===== config.mk =====
export PLATFORM = sky130hd
export DESIGN_NAME = huffman_packer_flat
export DESIGN_NICKNAME = d
export VERILOG_FILES = /design/src/rtl/huffman_packer_if.sv /design/src/rtl/huffman_packer.sv /design/src/flat_wrapper.sv
export SDC_FILE = /design/constraint.sdc
export NUM_CORES = 1
export LEC_CHECK = 0
export CAP_MARGIN = 5
export CELL_PAD_IN_SITES_DETAIL_PLACEMENT = 0
export CELL_PAD_IN_SITES_GLOBAL_PLACEMENT = 1
export CORE_UTILIZATION = 44
export DETAILED_ROUTE_END_ITERATION = 8
export PLACE_DENSITY_LB_ADDON = 0.1
export SLEW_MARGIN = 10
export SYNTH_ARGS = -nofsm -noshare
export SYNTH_HDL_FRONTEND = slang
export SYNTH_SLANG_ARGS = --single-unit

===== constraint.sdc =====
create_clock -name clk -period 3.4 [get_ports clk]
set_input_delay 0.51 -clock clk [delete_from_list [all_inputs] [get_ports clk]]
set_output_delay 0.51 -clock clk [all_outputs]
set_load 0.02 [all_outputs]

===== src/rtl/huffman_packer_if.sv =====
// Bus bundle for the Huffman packer: the code channel from the coder and the
// byte channel to the downstream consumer.
interface huffman_packer_if #(
  parameter int MAX_CODE_LEN = 10,
  parameter int LEN_W        = 4
);
  // Code channel (coder -> packer, acknowledge back to the coder's load input)
  logic [MAX_CODE_LEN-1:0] code_in;
  logic [LEN_W-1:0]        code_len;
  logic                    code_valid;
  logic                    code_load;

  // Byte channel (packer -> downstream)
  logic [7:0]              byte_out;
  logic                    byte_valid;
  logic                    byte_ready;
  logic                    byte_last;
  logic [2:0]              pad_bits;

  // Producer / consumer side: drives codes and byte_ready
  modport master (
    output code_in, code_len, code_valid, byte_ready,
    input  code_load, byte_out, byte_valid, byte_last, pad_bits
  );

  // Packer side
  modport slave (
    input  code_in, code_len, code_valid, byte_ready,
    output code_load, byte_out, byte_valid, byte_last, pad_bits
  );
endinterface


===== src/rtl/huffman_packer.sv =====
// Huffman bitstream packer: appends variable-length codes MSB-first into an
// accumulator and emits the stream as bytes; a flush zero-pads the final
// partial byte and marks it with byte_last.
module huffman_packer #(
  parameter int MAX_CODE_LEN = 10,
  parameter int LEN_W        = 4
) (
  input  logic             clk,
  input  logic             rst_n,
  huffman_packer_if.slave  bus,
  input  logic             flush,
  output logic             flush_done,
  output logic             busy
);

  // Accumulator must hold up to 7 leftover bits plus one widest code.
  localparam int ACC_W = MAX_CODE_LEN + 7;
  localparam int CNT_W = $clog2(ACC_W + 1);

  localparam logic [1:0] S_IDLE   = 2'd0;
  localparam logic [1:0] S_ACCEPT = 2'd1;
  localparam logic [1:0] S_EMIT   = 2'd2;
  localparam logic [1:0] S_FLUSH  = 2'd3;

  logic [1:0]              state_q, state_d;
  logic [ACC_W-1:0]        acc_q, acc_d;
  logic [CNT_W-1:0]        cnt_q, cnt_d;
  logic                    armed_q, armed_d;
  logic                    flush_pending_q, flush_pending_d;
  logic                    flush_done_q, flush_done_d;

  logic [LEN_W-1:0]        len_clamped;
  logic [MAX_CODE_LEN-1:0] code_masked;
  logic [CNT_W-1:0]        cnt_minus8;
  logic [CNT_W-1:0]        pad_count;
  logic                    pending_clear;
  logic [7:0]              emit_byte;
  logic [7:0]              flush_byte;

  // Clamp over-long lengths and strip any bits above the code length, so
  // garbage in the unused upper bits of code_in never reaches the stream.
  always_comb begin
    if (bus.code_len > LEN_W'(MAX_CODE_LEN)) begin
      len_clamped = LEN_W'(MAX_CODE_LEN);
    end else begin
      len_clamped = bus.code_len;
    end
    code_masked = bus.code_in & ~({MAX_CODE_LEN{1'b1}} << len_clamped);
  end

  // Byte extraction: the oldest pending bit sits at acc[cnt-1].
  always_comb begin
    cnt_minus8 = cnt_q - CNT_W'(8);
    pad_count  = CNT_W'(8) - cnt_q;
    emit_byte  = 8'(acc_q >> cnt_minus8);
    flush_byte = 8'(acc_q << pad_count);
  end

  // Next-state logic for the packer FSM, accumulator and handshake flags.
  always_comb begin
    // NOTE: every variable gets a default before the case so no path can
    // leave it unassigned, which would otherwise infer a latch.
    state_d       = state_q;
    acc_d         = acc_q;
    cnt_d         = cnt_q;
    armed_d       = armed_q | ~bus.code_valid;
    pending_clear = 1'b0;
    flush_done_d  = 1'b0;

    case (state_q)
      S_IDLE: begin
        if (cnt_q >= CNT_W'(8)) begin
          state_d = S_EMIT;
        end else if (flush_pending_q && (cnt_q != '0)) begin
          state_d = S_FLUSH;
        end else if (flush_pending_q) begin
          // Nothing buffered: the flush completes without a byte.
          pending_clear = 1'b1;
          flush_done_d  = 1'b1;
        end else if (bus.code_valid && armed_q) begin
          state_d = S_ACCEPT;
        end
      end

      S_ACCEPT: begin
        acc_d   = (acc_q << len_clamped) | ACC_W'(code_masked);
        cnt_d   = cnt_q + CNT_W'(len_clamped);
        armed_d = 1'b0;
        state_d = S_IDLE;
      end

      S_EMIT: begin
        if (bus.byte_ready) begin
          cnt_d   = cnt_minus8;
          state_d = (cnt_minus8 >= CNT_W'(8)) ? S_EMIT : S_IDLE;
        end
      end

      S_FLUSH: begin
        if (bus.byte_ready) begin
          acc_d         = '0;
          cnt_d         = '0;
          pending_clear = 1'b1;
          flush_done_d  = 1'b1;
          state_d       = S_IDLE;
        end
      end

      default: state_d = S_IDLE;
    endcase

    // A flush request arriving on the completing cycle stays pending.
    flush_pending_d = (flush_pending_q & ~pending_clear) | flush;
  end

  // State registers; reset returns to an empty, armed packer.
  always_ff @(posedge clk or negedge rst_n) begin
    if (!rst_n) begin
      state_q         <= S_IDLE;
      acc_q           <= '0;
      cnt_q           <= '0;
      armed_q         <= 1'b1;
      flush_pending_q <= 1'b0;
      flush_done_q    <= 1'b0;
    end else begin
      // NOTE: non-blocking assignments so every register samples the values
      // from before this edge, independent of statement order.
      state_q         <= state_d;
      acc_q           <= acc_d;
      cnt_q           <= cnt_d;
      armed_q         <= armed_d;
      flush_pending_q <= flush_pending_d;
      flush_done_q    <= flush_done_d;
    end
  end

  // Outputs decode directly from registered state, so reset clears them at once.
  always_comb begin
    bus.code_load  = (state_q == S_ACCEPT);
    bus.byte_valid = (state_q == S_EMIT) || (state_q == S_FLUSH);
    bus.byte_last  = (state_q == S_FLUSH);
    bus.pad_bits   = (state_q == S_FLUSH) ? pad_count[2:0] : 3'd0;
    case (state_q)
      S_EMIT:  bus.byte_out = emit_byte;
      S_FLUSH: bus.byte_out = flush_byte;
      default: bus.byte_out = 8'h00;
    endcase
    flush_done = flush_done_q;
    busy       = (state_q != S_IDLE) || (cnt_q != '0) || flush_pending_q;
  end

endmodule


===== src/flat_wrapper.sv =====
// flat-port wrapper written by rule: the top's interface ports become plain ports
module huffman_packer_flat 
#(
  parameter int MAX_CODE_LEN = 10,
  parameter int LEN_W        = 4
)
  (clk, rst_n, flush, flush_done, busy, bus_code_in, bus_code_len, bus_code_valid, bus_byte_ready, bus_code_load, bus_byte_out, bus_byte_valid, bus_byte_last, bus_pad_bits);
  huffman_packer_if #(.MAX_CODE_LEN(MAX_CODE_LEN), .LEN_W(LEN_W)) bus_i ();
  input  logic clk;
  input  logic rst_n;
  input  logic flush;
  output logic flush_done;
  output logic busy;
  input wire logic [$bits(bus_i.code_in)-1:0] bus_code_in;
  input wire logic [$bits(bus_i.code_len)-1:0] bus_code_len;
  input wire logic [$bits(bus_i.code_valid)-1:0] bus_code_valid;
  input wire logic [$bits(bus_i.byte_ready)-1:0] bus_byte_ready;
  output wire logic [$bits(bus_i.code_load)-1:0] bus_code_load;
  output wire logic [$bits(bus_i.byte_out)-1:0] bus_byte_out;
  output wire logic [$bits(bus_i.byte_valid)-1:0] bus_byte_valid;
  output wire logic [$bits(bus_i.byte_last)-1:0] bus_byte_last;
  output wire logic [$bits(bus_i.pad_bits)-1:0] bus_pad_bits;
  assign bus_i.code_in = bus_code_in;
  assign bus_i.code_len = bus_code_len;
  assign bus_i.code_valid = bus_code_valid;
  assign bus_i.byte_ready = bus_byte_ready;
  assign bus_code_load = bus_i.code_load;
  assign bus_byte_out = bus_i.byte_out;
  assign bus_byte_valid = bus_i.byte_valid;
  assign bus_byte_last = bus_i.byte_last;
  assign bus_pad_bits = bus_i.pad_bits;
  huffman_packer #(.MAX_CODE_LEN(MAX_CODE_LEN), .LEN_W(LEN_W)) u_core (.clk(clk), .rst_n(rst_n), .bus(bus_i), .flush(flush), .flush_done(flush_done), .busy(busy));
endmodule

### Word-level counts from Yosys, hierarchy flattened

Index checks and enable logic that the tools add are counted.

| word-level totals | value |
|---|---|
| register bits after elaboration | 27 |
| input bits | 19 |
| output and inout port bits | 16 |
| logic and storage cells | 66 |

| cells by class | value |
|---|---|
| $add $sub $neg | 3 |
| magnitude comparators | 3 |
| eq/ne operators | 7 |
| shift operators | 4 |
| multiplexer cells | 22 |
| bitwise operators | 8 |
| reductions and logical operators | 13 |

Operators by type and width:

| kind | count |
|---|---|
| $pmux 17 s2 | 1 |
| $mux 17 | 1 |
| $or 17x10->17 | 1 |
| $shl 17x4->17 | 1 |
| $shl 17x5->8 | 1 |
| $shr 17x5->8 | 1 |
| $pmux 8 s2 | 1 |
| $pmux 5 s3 | 1 |
| $mux 2 | 7 |
| $and 10x10->10 | 1 |
| $ge 5x4->1 const B | 2 |
| $mux 5 | 2 |
| $not 10->10 | 1 |
| $shl 10x4->10 const A | 1 |
| $pmux 2 s4 | 1 |
| $add 5x4->5 | 1 |
| $mux 1 | 5 |
| $reduce_bool 5->1 | 1 |
| $sub 4x5->5 const A | 1 |
| $sub 5x4->5 const B | 1 |
| $eq 2x2->1 const B | 2 |
| $gt 4x4->1 const B | 1 |
| $mux 4 | 1 |
| $ne 2x2->1 const B | 2 |
| other kinds (16) | 22 |

### Depth between registers and ports, before layout

| depth | value |
|---|---|
| word-level depth | 8 |
| mapped depth | 11 |
| gate-level depth less buffers | 8 |

### Worst setup path after synthesis

No wires, ideal clock.

| path | value |
|---|---|
| path type | reg2out |
| start | register u_core.cnt_q[1] |
| end | output bus_byte_out[6] |
| arrival | 2.601 ns |
| data required time | 2.890 ns |
| slack | 0.289 ns |
| stages on the path, launching flop included | 8 |
| buffers on the path | 2 |
| cells stage by stage | dfrtp_1 clkbuf_1 inv_1 ha_1 clkbuf_1 mux2_2 a21oi_1 o311ai_0 |

| between the ends | value |
|---|---|
| word-level cells in the longest chain between the ends | 3 |
| elaborated cells between the ends (all ways) | 5 |
| classes of those cells | 2 x add/sub; 2 x shift; 1 x mux |

Ends and longest elaborated chain:

| what | RTL line | text |
|---|---|---|
| start, declared | huffman_packer.sv:27 | `logic [CNT_W-1:0] cnt_q, cnt_d;` |
| start signal, assigned | huffman_packer.sv:130 | `cnt_q <= cnt_d;` |
| $sub 4x5->5 or $sub 5x4->5 (tied branches) | huffman_packer.sv:54, huffman_packer.sv:53 |  |
| $shl 17x5->8 or $shr 17x5->8 (tied branches) | huffman_packer.sv:56, huffman_packer.sv:55 |  |
| $pmux 8 s2 (*) | huffman_packer.sv:143 | `case (state_q)` |
| end, declared | flat_wrapper.sv:19 | `output wire logic [$bits(bus_i.byte_out)-1:0] bus_byte_out;` |

Every way passes the cells marked *; elsewhere a longest branch is shown, timed or not.

### Worst setup path after layout

| path | value |
|---|---|
| start | register u_core.cnt_q[0] |
| end | output bus_byte_out[0] |

The elaborated chain is that of the path after synthesis.

==> results.cfg <==
[setup_path]
critPathSlowestCell = mux4_1
worstPathMaxFanout = 30
r2r_slack_ns = 1.26
required_ns = 2.89
worstSetupPathType = reg2out
startpoint = u_core.cnt_q[0]$_DFFE_PN0P_
timing.critical_path.buf_inv = 2
cp_top_family = multiplexers
endpoint_kind = output port
critPathLaunchType = register
reg2reg_to = u_core.acc_q[15]$_DFFE_PN0P_
cp_cell_sequence = buf_12 > mux4_1 > mux4_2 > nand2_1 > o211ai_1 > clkdlybuf4s50_1
ff2ff_path_depth = 7
cp.arrival_ns = 2.73
timing.rr.start = u_core.state_q[1]$_DFFE_PN0P_
cp_slowest_stage_delay_ns = 0.61

[clock_network]
clk_pin_slew_ns = 0.11
h-tree-depth = 1
cts_buffers = 3
cts_root_buf = clkbuf_8
cts_tree = yes
clockBufferDepth = 2
clkLatencyLatePin_ns = 0.28
cts.sinks = 27
post_cts_buffers = 0

[yosys]
synth_top_family_by_area = compound AO/OA/AOI/OAI gates
synth_cell_types = 64
synth.mux.area_fraction = 0.211
syn_nets = 436
synth_top_area_share = 0.197
synth_seq_cells = 27
synth_simple_gate_area_frac = 0.210
async_flop_share = 1.00
synth_area_per_cell_sq_um = 8.13
synth_fa_ha_area_frac = 0.0470
ys_warn_count = 0
syn_inst = 406
synth_area_sq_um = 3300
ys_top_cells_by_area = dfrtp_1, mux2i_1, mux4_2
yosysTopAreaCell = dfrtp_1
synth_compound_area_frac = 0.243
synth_ff_type = dfrtp_1
synth_xor_area_frac = 0.0106
ys_seq_area_frac = 0.205
synth-edff-count = 0

[sta]
relSlewSlack = 0.576
period_share = 0.953
period_minus_slack_ns = 3.24
fin_skew_ns = 0.00981
tns_ns = 0
rsz0062_at_grt = no
hold_viol = 0
setup_violations = 0
max_freq_mhz = 309
worst_pin_slew_ns = 0.634
slew_viol_final = 0

[die]
core.rowCount = 31
initial_core_util = 0.455
die-area_sq_um = 7850
io_pins = 35
die_h_um = 88.6
core_area_sq_um = 7250
fp.dieW_um = 88.6

[placement]
gpl.final_weighted_congestion = 0.834
dp_hpwl_um = 7700
dpl_cell_area_sq_um = 3760
numPortBuffers = 34

[worst_hold_path]
min_to = u_core.armed_q$_DFF_PN1_
holdPathStages = 2
min-delay-start = u_core.armed_q$_DFF_PN1_
hold_path.class = reg2reg

[global_routing]
grtUsageTotal = 0.282
grt_start_max_net_pins = 31
grt_pass1_wl_um = 16800
grt_pass1_vias = 3072
antenna_found_initial = 0
grt_overflow = 0

[routing]
via_per_inst = 6.39
drt_pass1_iterations = 5
first_iter_violations = 285
num_vias = 3387
drt-wirelength-per-cell_um = 19.7
drt-total-wl_um = 10500
drcViolationCount = 0
antenna_left = 0

[job]
drv_cap = 0

[cells_and_area]
final_area_sq_um = 3840
num-fill-cells = 731
drive_gt1_frac = 0.125
area_growth_syn_to_layout_pct = 16.3
fin_nets = 462
num_antenna_cells = 0

[power]
p_sw_mw = 1.59
p_int_mw = 1.54
cellLeakagePower_nw = 1.53
swShare = 0.508
peakVddDrop_v = 0.000296
combPwrFrac = 0.696
pwr-share-clk = 0.065
seqPwrFrac = 0.239
powerDensity_nw_per_um2 = 816

[status]
status = completed
==> cells in the final DEF, fill, tap and decap left out, types with 4 or more instances in the layout <==
master,instances
nand2_1,47
clkdlybuf4s50_1,34
o21ai_0,29
nor2_1,28
mux2i_1,28
a21oi_1,28
dfrtp_1,25
buf_4,20
nand3_1,17
inv_1,16
nor3_1,13
mux4_2,12
a221o_1,9
nor2b_1,8
ha_1,8
mux2_2,6
o221ai_1,6
nand2b_1,5
a221oi_1,5
a22o_1,5
o21a_1,4
nand3b_1,4
a211oi_1,4
a22oi_1,4
==> per-layer routing <==
layer	GRT usage	part of all wire	vias to the layer above
met2	0.454	0.47	113
li1	-	-	1582
met5	0	0	-
met3	0.0224	0.043	14
met1	0.410	0.47	1678
met4	0.0704	0.014	0
==> through the flow <==
stage	util	std cells	setup WS, ns	hold WS, ns	power, mW
after floorplan	-	406	0.289	0.214	2.22
after detailed placement	0.519	526	0.344	0.454	2.87
after global placement	0.519	526	0.322	0.450	2.84
after global routing	0.529	530	0.0690	0.485	3.37
after CTS	0.526	530	0.0188	0.471	3.07
final	0.529	530	0.159	0.467	3.13
==> Yosys cell counts, drive strengths merged, types with 3 or more instances <==
cell / instances
nand2: 47
o21ai: 30
a21oi: 28
mux2i: 28
nor2: 28
dfrtp: 26
clkbuf: 20
nand3: 17
inv: 16
mux4: 15
buf: 14
nor3: 13
ha: 10
a221o: 9
nor2b: 8
mux2: 6
o221ai: 6
a221oi: 5
a22o: 5
nand2b: 5
a211oi: 4
a22oi: 4
a31oi: 4
nand3b: 4
o21a: 4
and3: 3
clkinv: 3
nand4: 3
nor4: 3
xnor2: 3
==> logic make-up (layout without fill, tap and decap cells) <==
kind of cell,count (synthesis),in the layout
and+or+nand+nor,143,143
xor gates and xnor gates,4,4
DFF,27,27
adders and majority gates,12,12
buffers and inverters,53,78
AOI/OAI and AO/OA,118,118
muxes,49,49
==> worst reg2reg max path: stages, from the launching register on <==
cell,delay [ns]
dfrtp_1,0.49
inv_1,0.11
ha_1,0.24
nor2b_1,0.16
buf_4,0.20
o21ai_1,0.21
a2111oi_0,0.51
a31o_2,0.17
==> worst max path at each step <==
stage	depth (start not counted)	slack (ns)	end
floorplan	7	0.29	bus_byte_out[6]
global placement	7	0.32	bus_byte_out[4]
detailed placement	7	0.34	bus_byte_out[4]
CTS	7	0.02	bus_byte_out[4]
global route	7	0.07	bus_byte_out[7]
finish	6	0.16	bus_byte_out[0]
==> layout make-up <==
class / count / area (sq um) / area share
clock buffer: 3 / 41.3 / 0.0108
clock inverter: 1 / 8.76 / 0.00228
inverter: 19 / 71.3 / 0.0186
multi-input combinational: 326 / 2400 / 0.626
sequential: 27 / 678 / 0.177
tap: 99 / 124 / 0.0323
timing repair buffer: 55 / 510 / 0.133
==> flip-flops by register name, indices dropped and copies added (netlist names) <==
signal / cells
u_core.acc_q: 17
u_core.cnt_q: 5
u_core.state_q: 2
u_core.armed_q: 1
u_core.flush_done: 1
u_core.flush_pending_q: 1
==> timing repair <==
action	CTS	global route
pin swaps	0	0
resized for setup	1	5
hold buffers	0	0
setup endpoints to repair	1	3
==> power groups by stage <==
stage	Sequential [mW]	Clock (mW)	Combinational [mW]
after detailed placement	0.731	0	2.13
final	0.747	0.205	2.18
after global routing	0.765	0.218	2.39
after floorplan	0.579	0	1.64
after CTS	0.722	0.211	2.14
after global placement	0.727	0	2.11
(Power assumes the default switching activity.)
